`src/rtl/mips_pkg.sv`:
```
// Shared constants and types for the MIPS core register file.
package mips_pkg;
    localparam int REG_W  = 32;
    localparam int REG_AW = 5;

    typedef logic [REG_AW-1:0] reg_addr_t;

    localparam reg_addr_t REG_ZERO = 5'd0;
endpackage

```
`src/rtl/rf_scoreboard.sv`:
```
// Per-register busy bits for load-use hazard detection: a load reserves its
// destination at issue, and the load-return write port releases it.
module rf_scoreboard #(
    parameter int ADDR_W   = 5,
    parameter int NUM_RD   = 2,
    parameter int ZERO_REG = 1
) (
    input  logic                     clk,
    input  logic                     rst,
    input  logic                     i_set,
    input  logic [ADDR_W-1:0]        i_set_addr,
    input  logic                     i_clr,
    input  logic [ADDR_W-1:0]        i_clr_addr,
    input  logic [NUM_RD*ADDR_W-1:0] i_rd_addr,
    output logic [NUM_RD-1:0]        o_busy_r,
    output logic                     o_busy_any
);
    localparam int DEPTH = 1 << ADDR_W;

    logic [DEPTH-1:0] r_busy;
    logic             w_set_ok;

    assign w_set_ok = i_set && !((ZERO_REG != 0) && (i_set_addr == '0));

    // Set is applied after clear so a new load reserving the register wins
    // over the release of the previous load on the same edge.
    always_ff @(posedge clk or posedge rst) begin
        if (rst) begin
            r_busy <= '0;
        end else begin
            if (i_clr)
                r_busy[i_clr_addr] <= 1'b0;
            if (w_set_ok)
                r_busy[i_set_addr] <= 1'b1;
        end
    end

    for (genvar k = 0; k < NUM_RD; k++) begin : g_lookup
        assign o_busy_r[k] = r_busy[i_rd_addr[k*ADDR_W +: ADDR_W]];
    end

    assign o_busy_any = |r_busy;
endmodule

```
`src/rtl/mips_regfile_mp.sv`:
```
// Multi-port GPR file: NUM_RD combinational read ports, two write ports
// (ALU writeback and late load return), optional r0 hardwire and bypass.
module mips_regfile_mp
    import mips_pkg::*;
#(
    parameter int DATA_W   = REG_W,
    parameter int ADDR_W   = REG_AW,
    parameter int NUM_RD   = 2,
    parameter int ZERO_REG = 1,
    parameter int BYPASS   = 1
) (
    input  logic                     clk,
    input  logic                     rst,
    input  logic [NUM_RD*ADDR_W-1:0] rf_addr_r,
    output logic [NUM_RD*DATA_W-1:0] rf_data_r,
    output logic [NUM_RD-1:0]        rf_busy_r,
    input  logic                     rf_wen0,
    input  logic [ADDR_W-1:0]        rf_addr_w0,
    input  logic [DATA_W-1:0]        rf_data_w0,
    input  logic                     rf_wen1,
    input  logic [ADDR_W-1:0]        rf_addr_w1,
    input  logic [DATA_W-1:0]        rf_data_w1,
    input  logic                     rf_rsv,
    input  logic [ADDR_W-1:0]        rf_addr_rsv,
    output logic                     rf_busy_any
);
    localparam int DEPTH = 1 << ADDR_W;

    logic [DATA_W-1:0] r_file [DEPTH];
    logic              w_we0;
    logic              w_we1;

    assign w_we0 = rf_wen0 && !((ZERO_REG != 0) && (rf_addr_w0 == '0));
    assign w_we1 = rf_wen1 && !((ZERO_REG != 0) && (rf_addr_w1 == '0));

    // Port 1 is written last so it wins an address collision.
    always_ff @(posedge clk or posedge rst) begin
        if (rst) begin
            for (int i = 0; i < DEPTH; i++)
                r_file[i] <= '0;
        end else begin
            if (w_we0)
                r_file[rf_addr_w0] <= rf_data_w0;
            if (w_we1)
                r_file[rf_addr_w1] <= rf_data_w1;
        end
    end

    for (genvar k = 0; k < NUM_RD; k++) begin : g_rd
        logic [ADDR_W-1:0] w_ra;
        logic [DATA_W-1:0] w_rd;

        assign w_ra = rf_addr_r[k*ADDR_W +: ADDR_W];

        // Forwarding is suppressed while reset is held so reads stay zero.
        always_comb begin
            w_rd = r_file[w_ra];
            if ((BYPASS != 0) && !rst) begin
                if (w_we1 && (rf_addr_w1 == w_ra))
                    w_rd = rf_data_w1;
                else if (w_we0 && (rf_addr_w0 == w_ra))
                    w_rd = rf_data_w0;
            end
            if ((ZERO_REG != 0) && (w_ra == '0))
                w_rd = '0;
        end

        assign rf_data_r[k*DATA_W +: DATA_W] = w_rd;
    end

    rf_scoreboard #(
        .ADDR_W   (ADDR_W),
        .NUM_RD   (NUM_RD),
        .ZERO_REG (ZERO_REG)
    ) u_scoreboard (
        .clk        (clk),
        .rst        (rst),
        .i_set      (rf_rsv),
        .i_set_addr (rf_addr_rsv),
        .i_clr      (w_we1),
        .i_clr_addr (rf_addr_w1),
        .i_rd_addr  (rf_addr_r),
        .o_busy_r   (rf_busy_r),
        .o_busy_any (rf_busy_any)
    );
endmodule

```
`config.mk`:
```
export PLATFORM = sky130hd
export DESIGN_NAME = mips_regfile_mp
export DESIGN_NICKNAME = d
export VERILOG_FILES = /design/src/rtl/mips_pkg.sv /design/src/rtl/rf_scoreboard.sv /design/src/rtl/mips_regfile_mp.sv
export SDC_FILE = /design/constraint.sdc
export NUM_CORES = 2
export LEC_CHECK = 0
export BUFFER_PORTS_ARGS = -buffer_cell sky130_fd_sc_hd__buf_4
export CELL_PAD_IN_SITES_DETAIL_PLACEMENT = 1
export CELL_PAD_IN_SITES_GLOBAL_PLACEMENT = 2
export CORE_MARGIN = 3
export CORE_UTILIZATION = 38
export DETAILED_ROUTE_END_ITERATION = 12
export HOLD_SLACK_MARGIN = 0.06
export PLACE_DENSITY_LB_ADDON = 0.05
export SLEW_MARGIN = 25
export SYNTH_ARGS = -nofsm -noshare
export SYNTH_HDL_FRONTEND = slang
export SYNTH_SLANG_ARGS = --single-unit
```
`constraint.sdc`:
```
create_clock -name clk -period 29.9 [get_ports clk]
set_input_delay 1.495 -clock clk [delete_from_list [all_inputs] [get_ports clk]]
set_output_delay 1.495 -clock clk [all_outputs]
set_load 0.02 [all_outputs]
```
-- Word-level counts from Yosys, hierarchy flattened
Cells that the tools add are included.
- magnitude comparators: 12
- equality and inequality tests: 4
- mux-type cells: 32
- reductions and logical operators: 20
- bitwise logic cells: 7
- operators by type and width (operator ; count):
    1024-bit bitwise mux ; 2
    1024-bit 2-to-1 mux ; 2
    32-bit 2-to-1 mux ; 16
    32-bit binary-select mux with 5-bit select ; 2
    32-bit demux with 5-bit select ; 2
    32-bit AND ; 1
    32-bit inverter ; 1
    32-bit bitwise OR ; 1
    32-bit OR reduction ; 1
    5-bit zero test ; 5
    6-bit greater-or-equal comparator (second input constant) ; 4
    5-bit by 6-bit less-than comparator with 1-bit output (second input constant) ; 4
    5-bit inverter with 6-bit output ; 4
    5-bit == test ; 4
    6-bit by 1-bit less-than comparator with 1-bit output (second input constant) ; 2
    1-bit logical AND ; 11
    1-bit binary-select mux with 5-bit select ; 2
    1-bit demux with 5-bit select ; 2
    5-bit by 1-bit greater-or-equal comparator with 1-bit output (second input constant) ; 2
    1-bit 2-to-1 mux ; 4
    1-bit zero test ; 3
- logic and storage cells: 108
- output and inout port bits: 67
- register bits after elaboration: 1056
- input bits: 94

-- Longest topological paths before layout
- word-level depth: 9
- depth in mapped cells: 9
- mapped depth without buffers: 5

-- Modules after synthesis
Synthesis repeated with hierarchy kept, for this count alone.
- cell total of the unflattened synthesis: 6433
- area, all modules: 67577.3 um^2
- by module, submodules not included (module ; area an instance (um^2) ; cells an instance ; instances ; seq. area each (um^2)):
    mips_regfile_mp ; 65559.1 ; 6215 ; 1 ; 25624.6
    rf_scoreboard ; 2018.2 ; 218 ; 1 ; 800.8

-- Worst setup path before layout
OpenSTA, ideal clock, no wires.
- path type: input to output
- start point: in rst
- end point: out rf_data_r[21]
- path buffers: 1
- stages on the path: 4
- arrival: 25.226 ns
- required time: 28.405 ns
- slack: 3.179 ns
- cells stage by stage: inv_1 -> o21a_4 -> buf_6 -> o32ai_1
- cells in the longest elaborated chain, start to end: 2
- RTL lines (element ; line ; text):
    from (decl) ; mips_regfile_mp.sv:13 ; input logic rst,
    32-bit 2-to-1 mux ; mips_regfile_mp.sv:58 ; if ((BYPASS != 0) && !rst) begin
    32-bit 2-to-1 mux ; mips_regfile_mp.sv:64 ; if ((ZERO_REG != 0) && (w_ra == '0))
    to (decl) ; mips_regfile_mp.sv:15 ; output logic [NUM_RD*DATA_W-1:0] rf_data_r,
Every way passes these cells.

-- Worst setup path after layout
- start point: in rf_addr_r[1]
- end point: out rf_data_r[31]
- cells in the longest elaborated chain, start to end: 8
- elaborated cells on any way between the ends: 13
- those cells by class: eq/ne: 2; mux: 7; bitwise: 1; reduce/logical: 3
- RTL lines (element ; line ; text):
    from (decl) ; mips_regfile_mp.sv:14 ; input logic [NUM_RD*ADDR_W-1:0] rf_addr_r,
    5-bit inverter with 6-bit output (implied by the code) ; mips_regfile_mp.sv:57 ; w_rd = r_file[w_ra];
    32-bit binary-select mux with 5-bit select ; mips_regfile_mp.sv:57 ;
    32-bit 2-to-1 mux (implied by the code) (2 in series) ; mips_regfile_mp.sv:57 ;
    32-bit 2-to-1 mux ; mips_regfile_mp.sv:61 ; else if (w_we0 && (rf_addr_w0 == w_ra))
    32-bit 2-to-1 mux ; mips_regfile_mp.sv:59 ; if (w_we1 && (rf_addr_w1 == w_ra))
    32-bit 2-to-1 mux ; mips_regfile_mp.sv:58 ;
    32-bit 2-to-1 mux * ; mips_regfile_mp.sv:64 ;
Mark *: on every way between the ends. The rest lies on a longest branch, timed or not. The select of a mux whose other input is x is not followed.

==> results.toml <==
[clock_tree]
ctsRootBufferMaster = "clkbuf_16"
cts_tree = "built"
cts-buffers-inserted = 140
clk_latency_ps = 780
cts_hold_buf = 0
htree_levels = 4
cts_buffer_depth = 3
cts_resized = 0
path_clk_slew_ps = 60
clock_sinks = 1056
cts_setup_buffers = 0

[setup_path]
rrSetupSlack_ps = 29070
reg2regPathDepth = 2
worstPathMaxFanout = 61
critPathArrivalTime_ps = 6040
timing.rr.start = "r_file[793]$_DFF_PP0_"
r2r-end = "r_file[793]$_DFF_PP0_"
endpoint_kind = "output port"
cp.required_ps = 28410
setup.worst_path.class = "in -> out"
start_kind = "input port"

[floorplanning]
initial_utilization_pct = 38.3
core.rowCount = 154
fp.dieW_um = 428
dieArea_um2 = 183000
die_h_um = 428
io_pins = 161
coreArea_um2 = 176000

[worst_hold_path]
whs_path_depth = 0
min_to = "r_file[995]$_DFF_PP0_"
hold_path.class = "reg -> reg"
min_from = "r_file[995]$_DFF_PP0_"

[detailed_routing]
postRouteAntennaNets = 0
wl_mm = 326
drc = 0
via_per_inst = 6.43
drt_iter0_markers = 5302
drt-pass1-iter-count = 6
via_count = 57200
post_drt_wl_per_cell_um = 36.7

[timing]
setup_violations = 0
clock_skew_ps = 0
hold_ws_ps = 390
report.final.hold_viol_count = 0
finalCriticalPeriod_ps = 7530
worst_slew_pin_slew_ps = 1160
timing.final.max_slew_violations = 0
post-route-period-util_pct = 25.2
fmax_mhz = 133
slew-limit-headroom_pct = 22.7
rsz0062_at_grt = "false"
setup_tns_ps = 0
timing.final.ws_setup_ps = 22370

[logic_synthesis]
async_reset_ff_share_pct = 100
ys_ff_latch = 1056
synth_area_um2 = 67600
synth_area_leaders = "dfrtp_1 39%, mux2i_1 17%, mux4_2 9.2%, mux2_2 6.4%, a21oi_1 4.5%"
synth-simple-area-share_pct = 8.64
synth_cell_types = 45
synthMuxAreaShare_pct = 32.2
yosysMostFrequentCell = "mux2i_1"
ys_seq_area_share_pct = 39.1
synth_top_family_by_area = "multiplexers"
avgSynthCellArea_um2 = 9.91
ys_warn_count = 0
synth-adder-area-share_pct = 0
synth_top_area_share_pct = 39.1
synthXorXnorAreaFrac_pct = 0.259
synth_compound_area_share_pct = 14.4
synth_top_area_cell = "dfrtp_1"
synth_edf_count = 0
yosys-top-cells-count = "1120 x mux2i_1, 1056 x dfrtp_1, 614 x a21oi_1, 587 x nand2_1, 565 x o21ai_0"
synth_flop_cell = "dfrtp_1"
synth_cells = 6821
syn-num-nets = 6915

[final_layout]
layout.nets = 6547
drive_gt1_share_pct = 19.7
fill_cells = 19300
area_growth_pct = 10.8

[global_route]
grt_usage_pct = 34.9
grt_pass1_vias = 58200
overflow = 0
grt_pass1_wl_mm = 461
grt_max_degree = 165
antenna_found_initial = 14

[placement]
place_ws_ps = 22310
gp_congestion = 0.835
io_buffer_count = 160
dp_hpwl_mm = 191

[power]
p_leak_nw = 31.2
peakVddDrop_v = 0.0000516
power_density_nw_per_um2 = 67.6

[status]
status = "completed"

[flow_run]
max-cap-violations = 0
-- per-layer routing --
| metal | up-vias | GRT usage, % | routed length [um] |
|---|---|---|---|
| met5 | - | 0 | 30 |
| met3 | 647 | 6.07 | 21200 |
| met4 | 4 | 15.1 | 15500 |
| li1 | 24200 | - | - |
| met1 | 30100 | 46.7 | 139000 |
| met2 | 2280 | 55.8 | 151000 |
-- worst max-delay path by stage --
stage,from,endpoint,slack [ps],cells after the start
2_1_floorplan,rst,rf_data_r[21],9180,4
3_3_place_gp,rf_addr_r[1],rf_data_r[31],22370,10
3_5_place_dp,rf_addr_r[1],rf_data_r[31],22310,10
4_1_cts,rf_addr_r[1],rf_data_r[31],22310,10
5_1_grt,rf_addr_r[1],rf_data_r[31],22150,10
6_report,rf_addr_r[1],rf_data_r[31],22370,10
-- metrics by stage --
stage / instance area, um2 / instances / utilization [%] / power (W)
after floorplan: 67600 / 6821 / - / 0.00296
after global placement: 70100 / 8637 / 39.7 / 0.00332
after detailed placement: 70300 / 8646 / 39.8 / 0.00337
after CTS: 74800 / 8886 / 42.4 / 0.00508
after global routing: 74900 / 8893 / 42.4 / 0.00531
final: 74900 / 8897 / 42.4 / 0.00507
-- critical path, cell delays in order --
cell and delay, ps:
buf_8 490, buf_4 670, buf_4 660, buf_4 770, mux4_2 600, a22oi_1 280, nand2_1 120, a211oi_1 430
o32ai_1 190, buf_4 210
-- where the power goes --
group | switching (W) | leakage, nW | internal, W | total (W)
clock network | 0.000707 | 2.16 | 0.000988 | 0.00170
registers | 0.000300 | 12.9 | 0.00180 | 0.00210
logic | 0.000639 | 16.1 | 0.000633 | 0.00127
total | 0.00165 | 31.2 | 0.00342 | 0.00507
-- state kept, by name, indices dropped and copies added, names as in the netlist --
name and flops:
u_scoreboard.r_busy 32, r_file 1024
-- cells by family (layout without fill, tap and decap cells) --
group,Yosys count,after routing
and+or+nand+nor,1377,1377
AOI/OAI and AO/OA,1707,1707
other,0,6
DFF,1056,1056
buffers and inverters,880,610
muxes,1781,1781
xor gates and xnor gates,20,20
-- cell type report --
type	count	area (um2)	area share [%]
clock buffers	213	4160	5.55
repair buffers	326	2790	3.72
clock inverters	27	275	0.368
multi-input cells	4885	38100	50.9
inverters	44	169	0.226
well taps	2340	2930	3.91
flip-flops and latches	1056	26400	35.3
diodes	6	15.0	0.0200
-- cells in the final DEF (no fill, tap or decap), types with 62 or more instances in the layout --
master / count
mux2i_1: 1120
dfrtp_1: 1056
a21oi_1: 614
o21ai_0: 565
nand2_1: 557
nor2_1: 417
mux2_2: 385
buf_4: 295
mux4_2: 276
nor3_1: 192
o22ai_1: 162
clkbuf_16: 148
a22oi_1: 128
a211oi_1: 66
a31oi_1: 64
o32ai_1: 62
Note: power is estimated with default switching activity, not from simulation.
